<file path="src/rtl/jesd_sysref_lmfc.sv">
// LMFC generator: synchronises SYSREF, aligns the multiframe counter to it and flags phase errors.
// Optional JESD_SYSREF_ERR_CNT_EN adds the sysref_err_cnt misaligned-edge counter port.
module jesd_sysref_lmfc #(
  parameter int unsigned LMFC_PERIOD   = 16,
  parameter int unsigned CNT_W         = 8,
  parameter int unsigned SYNC_STAGES   = 2,
  parameter int unsigned SYSREF_OFFSET = 0
) (
  input  logic             coreclk,
  input  logic             rst_n,
  input  logic             sysref,
  input  logic             capture_en,
  input  logic             sysref_continuous,
  input  logic             err_clr,
  output logic [CNT_W-1:0] lmfc_cnt,
  output logic             lmfc_pulse,
  output logic             aligned,
  output logic             sysref_err,
  output logic [7:0]       sysref_edge_cnt
`ifdef JESD_SYSREF_ERR_CNT_EN
  ,
  output logic [7:0]       sysref_err_cnt
`endif
);

  localparam logic [CNT_W-1:0] CNT_LAST   = CNT_W'(LMFC_PERIOD - 1);
  localparam logic [CNT_W-1:0] CNT_OFFSET = CNT_W'(SYSREF_OFFSET);

  typedef enum logic [1:0] {
    IDLE,
    ARMED,
    ALIGNED
  } state_t;

  state_t state, state_nxt;

  logic [SYNC_STAGES-1:0] sync_q;
  logic                   sync_prev;
  logic                   edge_flag;
  logic [CNT_W-1:0]       cnt_inc;
  logic [CNT_W-1:0]       cnt_nxt;
  logic                   mismatch;
  logic                   load;
  logic                   err_set;

  always_ff @(posedge coreclk or negedge rst_n) begin
    if (!rst_n) begin
      sync_q    <= '0;
      sync_prev <= 1'b0;
      edge_flag <= 1'b0;
    end else begin
      sync_q    <= {sync_q[SYNC_STAGES-2:0], sysref};
      sync_prev <= sync_q[SYNC_STAGES-1];
      edge_flag <= sync_q[SYNC_STAGES-1] & ~sync_prev;
    end
  end

  // Wrap by compare so non-power-of-two periods work.
  assign cnt_inc  = (lmfc_cnt == CNT_LAST) ? '0 : lmfc_cnt + CNT_W'(1);
  assign mismatch = (cnt_inc != CNT_OFFSET);

  always_ff @(posedge coreclk or negedge rst_n) begin
    if (!rst_n) state <= IDLE;
    else        state <= state_nxt;
  end

  always_comb begin
    state_nxt = state;
    load      = 1'b0;
    err_set   = 1'b0;
    // Dropping capture_en overrides any edge seen in the same cycle.
    if (!capture_en) begin
      state_nxt = IDLE;
    end else begin
      case (state)
        IDLE:  state_nxt = ARMED;
        ARMED: begin
          if (edge_flag) begin
            state_nxt = ALIGNED;
            load      = 1'b1;
          end
        end
        ALIGNED: begin
          if (edge_flag && mismatch) begin
            err_set = 1'b1;
            load    = sysref_continuous;
          end
        end
        default: state_nxt = IDLE;
      endcase
    end
    cnt_nxt = load ? CNT_OFFSET : cnt_inc;
  end

  always_ff @(posedge coreclk or negedge rst_n) begin
    if (!rst_n) begin
      lmfc_cnt        <= '0;
      lmfc_pulse      <= 1'b0;
      aligned         <= 1'b0;
      sysref_err      <= 1'b0;
      sysref_edge_cnt <= '0;
    end else begin
      lmfc_cnt   <= cnt_nxt;
      lmfc_pulse <= (cnt_nxt == '0);
      aligned    <= (state_nxt == ALIGNED);
      if (err_set)      sysref_err <= 1'b1;
      else if (err_clr) sysref_err <= 1'b0;
      if (edge_flag && (sysref_edge_cnt != '1))
        sysref_edge_cnt <= sysref_edge_cnt + 8'd1;
    end
  end

`ifdef JESD_SYSREF_ERR_CNT_EN
  always_ff @(posedge coreclk or negedge rst_n) begin
    if (!rst_n) begin
      sysref_err_cnt <= '0;
    end else if (err_clr) begin
      sysref_err_cnt <= err_set ? 8'd1 : 8'd0;
    end else if (err_set && (sysref_err_cnt != '1)) begin
      sysref_err_cnt <= sysref_err_cnt + 8'd1;
    end
  end
`endif

endmodule

</file>
<file path="config.mk">
export PLATFORM = sky130hd
export DESIGN_NAME = jesd_sysref_lmfc
export DESIGN_NICKNAME = d
export VERILOG_FILES = /design/src/rtl/jesd_sysref_lmfc.sv
export SDC_FILE = /design/constraint.sdc
export NUM_CORES = 1
export LEC_CHECK = 0
export ABC_AREA = 1
export BUFFER_PORTS_ARGS = -buffer_cell sky130_fd_sc_hd__buf_2
export CAP_MARGIN = 20
export CORE_MARGIN = 3
export CORE_UTILIZATION = 53
export DETAILED_ROUTE_END_ITERATION = 16
export HOLD_SLACK_MARGIN = 0.08
export PLACE_DENSITY = 0.77
export SETUP_SLACK_MARGIN = 0.2
export SYNTH_ARGS = -nofsm -noshare
export SYNTH_HDL_FRONTEND = slang
export SYNTH_SLANG_ARGS = --single-unit
</file>
<file path="constraint.sdc">
create_clock -name coreclk -period 1.9 [get_ports coreclk]
set_clock_uncertainty 0.05 [all_clocks]
set_input_delay 0.095 -clock coreclk [delete_from_list [all_inputs] [get_ports coreclk]]
set_output_delay 0.095 -clock coreclk [all_outputs]
set_load 0.02 [all_outputs]
</file>
* Word-level counts from Yosys, hierarchy flattened *
Index checks and enable logic that the tools add are counted.

word-level totals
  input port bits = 6
  output and inout port bits = 19
  register bits after elaboration = 25
  word-level logic and storage cells = 38

cells by class
  bitwise operators = 2
  add/sub/neg operators = 2
  reductions and logical operators = 6
  equality and inequality tests = 5
  multiplexer cells = 14

operator list
  operator                                                         count
  8-bit by 1-bit adder with 8-bit output, second input constant    2
  8-bit two-way mux                                                2
  8-bit by 4-bit == test with 1-bit output, second input constant  1
  8-bit logical NOT                                                1
  1-bit two-way mux                                                8
  8-bit != test, second input constant                             1
  8-bit nonzero test                                               1
  2-bit case mux with 3 select lines                               1
  2-bit == test, second input constant                             2
  2-bit two-way mux                                                2
  2-bit by 1-bit == test with 1-bit output, second input constant  1
  1-bit logical AND                                                2
  2-bit logical NOT                                                1
  1-bit case mux with 2 select lines                               1
  2-bit nonzero test                                               1
  1-bit bitwise AND                                                1
  1-bit inverter                                                   1

* Logic depth before layout (Yosys ltp) *
  depth after elaboration = 9
  gate-level depth with buffers = 12
  gate-level depth less buffers = 12

* Worst setup path after synthesis *
Ideal clock, no wire load.

  kind = flip-flop to flip-flop
  start point = reg lmfc_cnt[0]
  end point = reg lmfc_pulse
  path slack = 0.215 ns
  cell stages (with the launch flop) = 13
  period minus slack after synthesis = 1.685 ns
  arrival time = 1.517 ns
  required time = 1.732 ns
  path buffers = 0
  path through = dfrtp_1 -> ha_1 -> nand2_1 -> nor2_1 -> nor2_1 -> nor2_1 -> nand2_1 -> nor2_2 -> nand2_2 -> nand3_2 -> nand2_4 -> nand2_1 -> nand2_1

between the ends
  longest elaborated chain between the ends = 9
  elaborated cells between the ends (all ways) = 10

RTL lines
  what                                                                                                       line  RTL
  start, declared                                                                                            15    output logic [CNT_W-1:0] lmfc_cnt,
  start signal, assigned                                                                                     103   lmfc_cnt <= cnt_nxt;
  8-bit by 1-bit adder with 8-bit output / 8-bit by 4-bit == test with 1-bit output (equally long branches)  59    assign cnt_inc = (lmfc_cnt == CNT_LAST) ? '0 : lmfc_cnt + CNT_W'(1);
  8-bit two-way mux (*)                                                                                      59
  8-bit nonzero test                                                                                         60    assign mismatch = (cnt_inc != CNT_OFFSET);
  1-bit logical AND                                                                                          84    if (edge_flag && mismatch) begin
  1-bit two-way mux                                                                                          84
  1-bit case mux with 2 select lines                                                                         75    case (state)
  1-bit two-way mux                                                                                          72    if (!capture_en) begin
  8-bit two-way mux (*)                                                                                      92    cnt_nxt = load ? CNT_OFFSET : cnt_inc;
  8-bit logical NOT (*)                                                                                      104   lmfc_pulse <= (cnt_nxt == '0);
  end signal, assigned                                                                                       104
  end, declared                                                                                              16    output logic lmfc_pulse,

Every way passes the cells marked *; elsewhere a longest branch is shown, timed or not.
A chain may end at the register's enable or synchronous reset.

* Worst setup path in the final report *
  start point = reg lmfc_cnt[1]
  end point = reg lmfc_cnt[4]

between the ends
  longest elaborated chain between the ends = 8
  elaborated cells between the ends (all ways) = 9

RTL lines
  what                                                                                                       line  RTL
  8-bit by 1-bit adder with 8-bit output / 8-bit by 4-bit == test with 1-bit output (equally long branches)  59
  8-bit two-way mux (*)                                                                                      59
  8-bit nonzero test                                                                                         60
  1-bit logical AND                                                                                          84
  1-bit two-way mux                                                                                          84
  1-bit case mux with 2 select lines                                                                         75
  1-bit two-way mux                                                                                          72
  8-bit two-way mux (*)                                                                                      92
  net cnt_nxt[4]                                                                                             41    logic [CNT_W-1:0] cnt_nxt;

The timed path passes the listed nets; every way through them passes the cells marked *.

==> summary.md <==
| Metric | Value |
|---|---|
| Count of pins on the block boundary | `25` |
| Number of cells produced by synthesis | `146` |
| Fin nets | `202` |
| Sw frac | `0.4208` |
| Tmin final | `1.725 ns` |
| CP arrival | `1.91 ns` |
| Crit-path cells | `ha_2, nand2_2, nor2_1, nor2_1, nor2_1, nand2_1, nor2_2, nand2_2, nand3_4, nand2_4, a21oi_1` |
| Internal Power | `0.001031 W` |
| DRT antenna net count | `0` |
| Largest voltage drop on the vdd net | `0.0007600 V` |
| Synthesized flop and latch total | `25` |
| Post-synthesis to final-layout area growth | `28.74%` |
| Worst hold-check path type | `in2reg` |
| Endpoint class of the critical path | `register` |
| Area leader, netlist | `dfrtp_1` |
| CTS Buf Count | `3` |
| Clock slew at the register clock pins of the worst setup and hold paths | `0.14 ns` |
| Full die area | `3004 sq um` |
| Total of endpoints with negative setup slack in the final report | `0` |
| Number of input and output port buffers inserted | `24` |
| P per Cell Area | `1095 nW/um^2` |
| Startpoint type of the worst setup path | `register` |
| Most area-consuming cells after synthesis | `dfrtp_1, nand2_1, inv_1` |
| Area of all placed cells without fillers | `1625 sq um` |
| Highest clock frequency the design can meet | `579.6 MHz` |
| Hold Vio Cnt, Final | `0` |
| Switching component of the power | `0.0007487 W` |
| CTS HTree Levels | `1` |
| Number of DRC markers in iteration 0 | `19` |
| Chip Width | `54.81 um` |
| Starting utilization of the core area | `0.5653` |
| Commonest cells after routing, fill and taps aside | `inv_1, nand2_1, buf_2` |
| Routability-driven placement congestion ratio | `0.8487` |
| Maximum number of pins on one net before global-route repair | `26` |
| Per-instance average area after synthesis | `8.647 sq um` |
| Yosys warning count | `0` |
| Floorplan die height | `54.81 um` |
| DRC violations left | `0` |
| Slowest stage cell on the critical path | `dfrtp_1` |
| Count of different cell masters after synthesis | `21` |
| Crit-path max cell delay | `0.41 ns` |
| Via count of the first global-routing pass | `881` |
| Setup TNS | `0 ns` |
| Area share of the leading cell type in the synthesized netlist | `0.4955` |
| Area of the core region | `2233 sq um` |
| Total global routing track utilization | `0.1715` |
| Share of the cycle needed by the critical path after routing | `0.9081` |
| Post-detailed-routing wire length | `2.722 mm` |
| Number of max-slew violations in the final report | `0` |
| Clock Path Buffers | `2` |
| Critical Path Fanout Max | `4` |
| Layout cell share with drive strength beyond 1 | `0.3351` |
| Worst setup path category | `reg2reg` |
| Total placed instance area | `1418 sq um` |
| Number of iterations in the first detailed-routing pass | `4` |
| Rows | `17` |
| Sequential share of power | `0.437` |
| Filler cells | `183` |
| Combined area of all synthesized cells | `1262 sq um` |
| CTS tree | `built` |
| Sink Count | `25` |
| Sum of net half-perimeters after detailed placement | `1.829 mm` |
| Clock network power share | `0.131` |
| Worst max-slew margin expressed relative to the limit | `0.6417` |
| Clock latency on the worst-skew pair | `0.31 ns` |
| Avg Vias per Cell | `4.977` |
| Status | `finished clean` |
| Leakage power | `0.8522 nW` |
| Antenna violations before repair | `0` |
| Comb pwr share | `0.432` |
| Setup repair after global routing missed its margin | `yes` |
| Per-cell routed wire length | `12.60 um` |
| CTS root buf | `clkbuf_4` |
| Ant diodes | `0` |
| Critical Path RT | `2.08 ns` |
| Wire length of the first global-routing pass | `3.663 mm` |
| Synthesized netlist net count | `159` |
| Least-Margin Pin Slew | `0.5374 ns` |
| Seq/Total Area, Yosys | `0.4955` |
| Total global routing overflow | `0` |
| Via total after detailed routing | `1075` |
| Reported max-cap violation count | `0` |
| Critical Path Most Common Cell | `nor2_1` |
-- synth_stat cells --
cell      number
or2_1          1
dfrtp_1       25
nand4_1        4
nand2_2        2
xnor2_1        5
a21oi_1       10
nor2_1        16
nand2_1       28
nand2_4        1
nor3_1         3
xor2_1         2
nand3_2        3
nor4_1         2
o21ai_1        2
ha_1           7
o21ai_0        1
inv_1         24
clkinv_1       1
nor3_2         1
nor2_2         1
nand3_1        7
-- critical path: cells and delay by family, from the launching register on --
kind	cells	cell delay (ns)
simple gates	9	0.79
compound gates	1	0.18
fa+ha+maj	1	0.21
flops	1	0.41
-- final timing paths --
kind                            slack [ns]  cells past startpoint           to               from
worst max-delay path                  0.17                     11  lmfc_cnt[4]        lmfc_cnt[1]
worst min-delay path                  0.11                      4  lmfc_cnt[3]  sysref_continuous
worst max register to register        0.17                     11  lmfc_cnt[4]        lmfc_cnt[1]
worst min register to register        0.32                      0    sync_q[1]          sync_q[0]
max in group asynchronous             1.18                      2  lmfc_cnt[3]              rst_n
min in group asynchronous             0.24                      2  lmfc_cnt[6]              rst_n
-- repair_timing --
| action | in CTS | in global routing |
|---|---|---|
| hold buffers | 4 | 0 |
| pin swaps | 0 | 6 |
| buffers inserted | 1 | 8 |
| gates cloned | 0 | 1 |
| endpoints found under the hold margin | 29 | 0 |
| gates resized for setup | 1 | 18 |
| endpoints found under the setup margin | 3 | 17 |
-- stage by stage --
stage          cells  setup slack (ns)  hold WS (ns)  utilization  power, W
5_1_grt          216           0.04989        0.1036       0.7277  0.001896
6_report         216            0.1746        0.1089       0.7277  0.001779
2_1_floorplan    146            0.2155       -0.2506            -  0.001178
3_3_place_gp     198            0.2563       0.05133       0.6347  0.001361
4_1_cts          207            0.2028       0.08092       0.6706  0.001644
3_5_place_dp     198            0.2026       0.05285       0.6347  0.001386
-- per-layer routing --
metal	global-route usage	part of all wire	vias up
li1	-	-	547
met1	0.2160	0.43	507
met2	0.2874	0.53	19
met3	0.03270	0.035	2
met4	0.06639	0.0044	0
met5	0	0	-
-- state kept, by name, indices dropped and copies added, names as in the netlist --
register / count
sysref_edge_cnt: 8
aligned: 1
sync_q: 2
sysref_err: 1
sync_prev: 1
lmfc_cnt: 8
edge_flag: 1
lmfc_pulse: 1
state: 2
-- final cells by class --
| type | count | area [sq um] | share of cell area |
|---|---|---|---|
| clock buffers | 3 | 22.52 | 0.01386 |
| multi-input cells | 97 | 610.6 | 0.3757 |
| inverters | 25 | 93.84 | 0.05774 |
| repair buffers | 37 | 227.7 | 0.1401 |
| well taps | 28 | 35.03 | 0.02156 |
| clock inverters | 1 | 7.507 | 0.004619 |
| flip-flops and latches | 25 | 628.1 | 0.3865 |
-- power groups by stage --
stage,logic [W],clock network [W],registers (W)
final,0.000769,0.000233,0.000777
after global routing,0.000842,0.000266,0.000788
after CTS,0.000623,0.000243,0.000779
after detailed placement,0.000595,0,0.000791
after global placement,0.000581,0,0.000780
after floorplan,0.000279,0,0.000898
-- logic make-up (layout without fill, tap and decap cells) --
group,Yosys count,count (layout),share of synthesized area
xor+xnor,7,7,0.04856
compound gates,13,13,0.05153
simple gates,69,70,0.2606
buf+inv,25,66,0.07433
flops,25,25,0.4955
fa+ha+maj,7,7,0.06937
No activity file was read; power rests on OpenSTA's default activity.
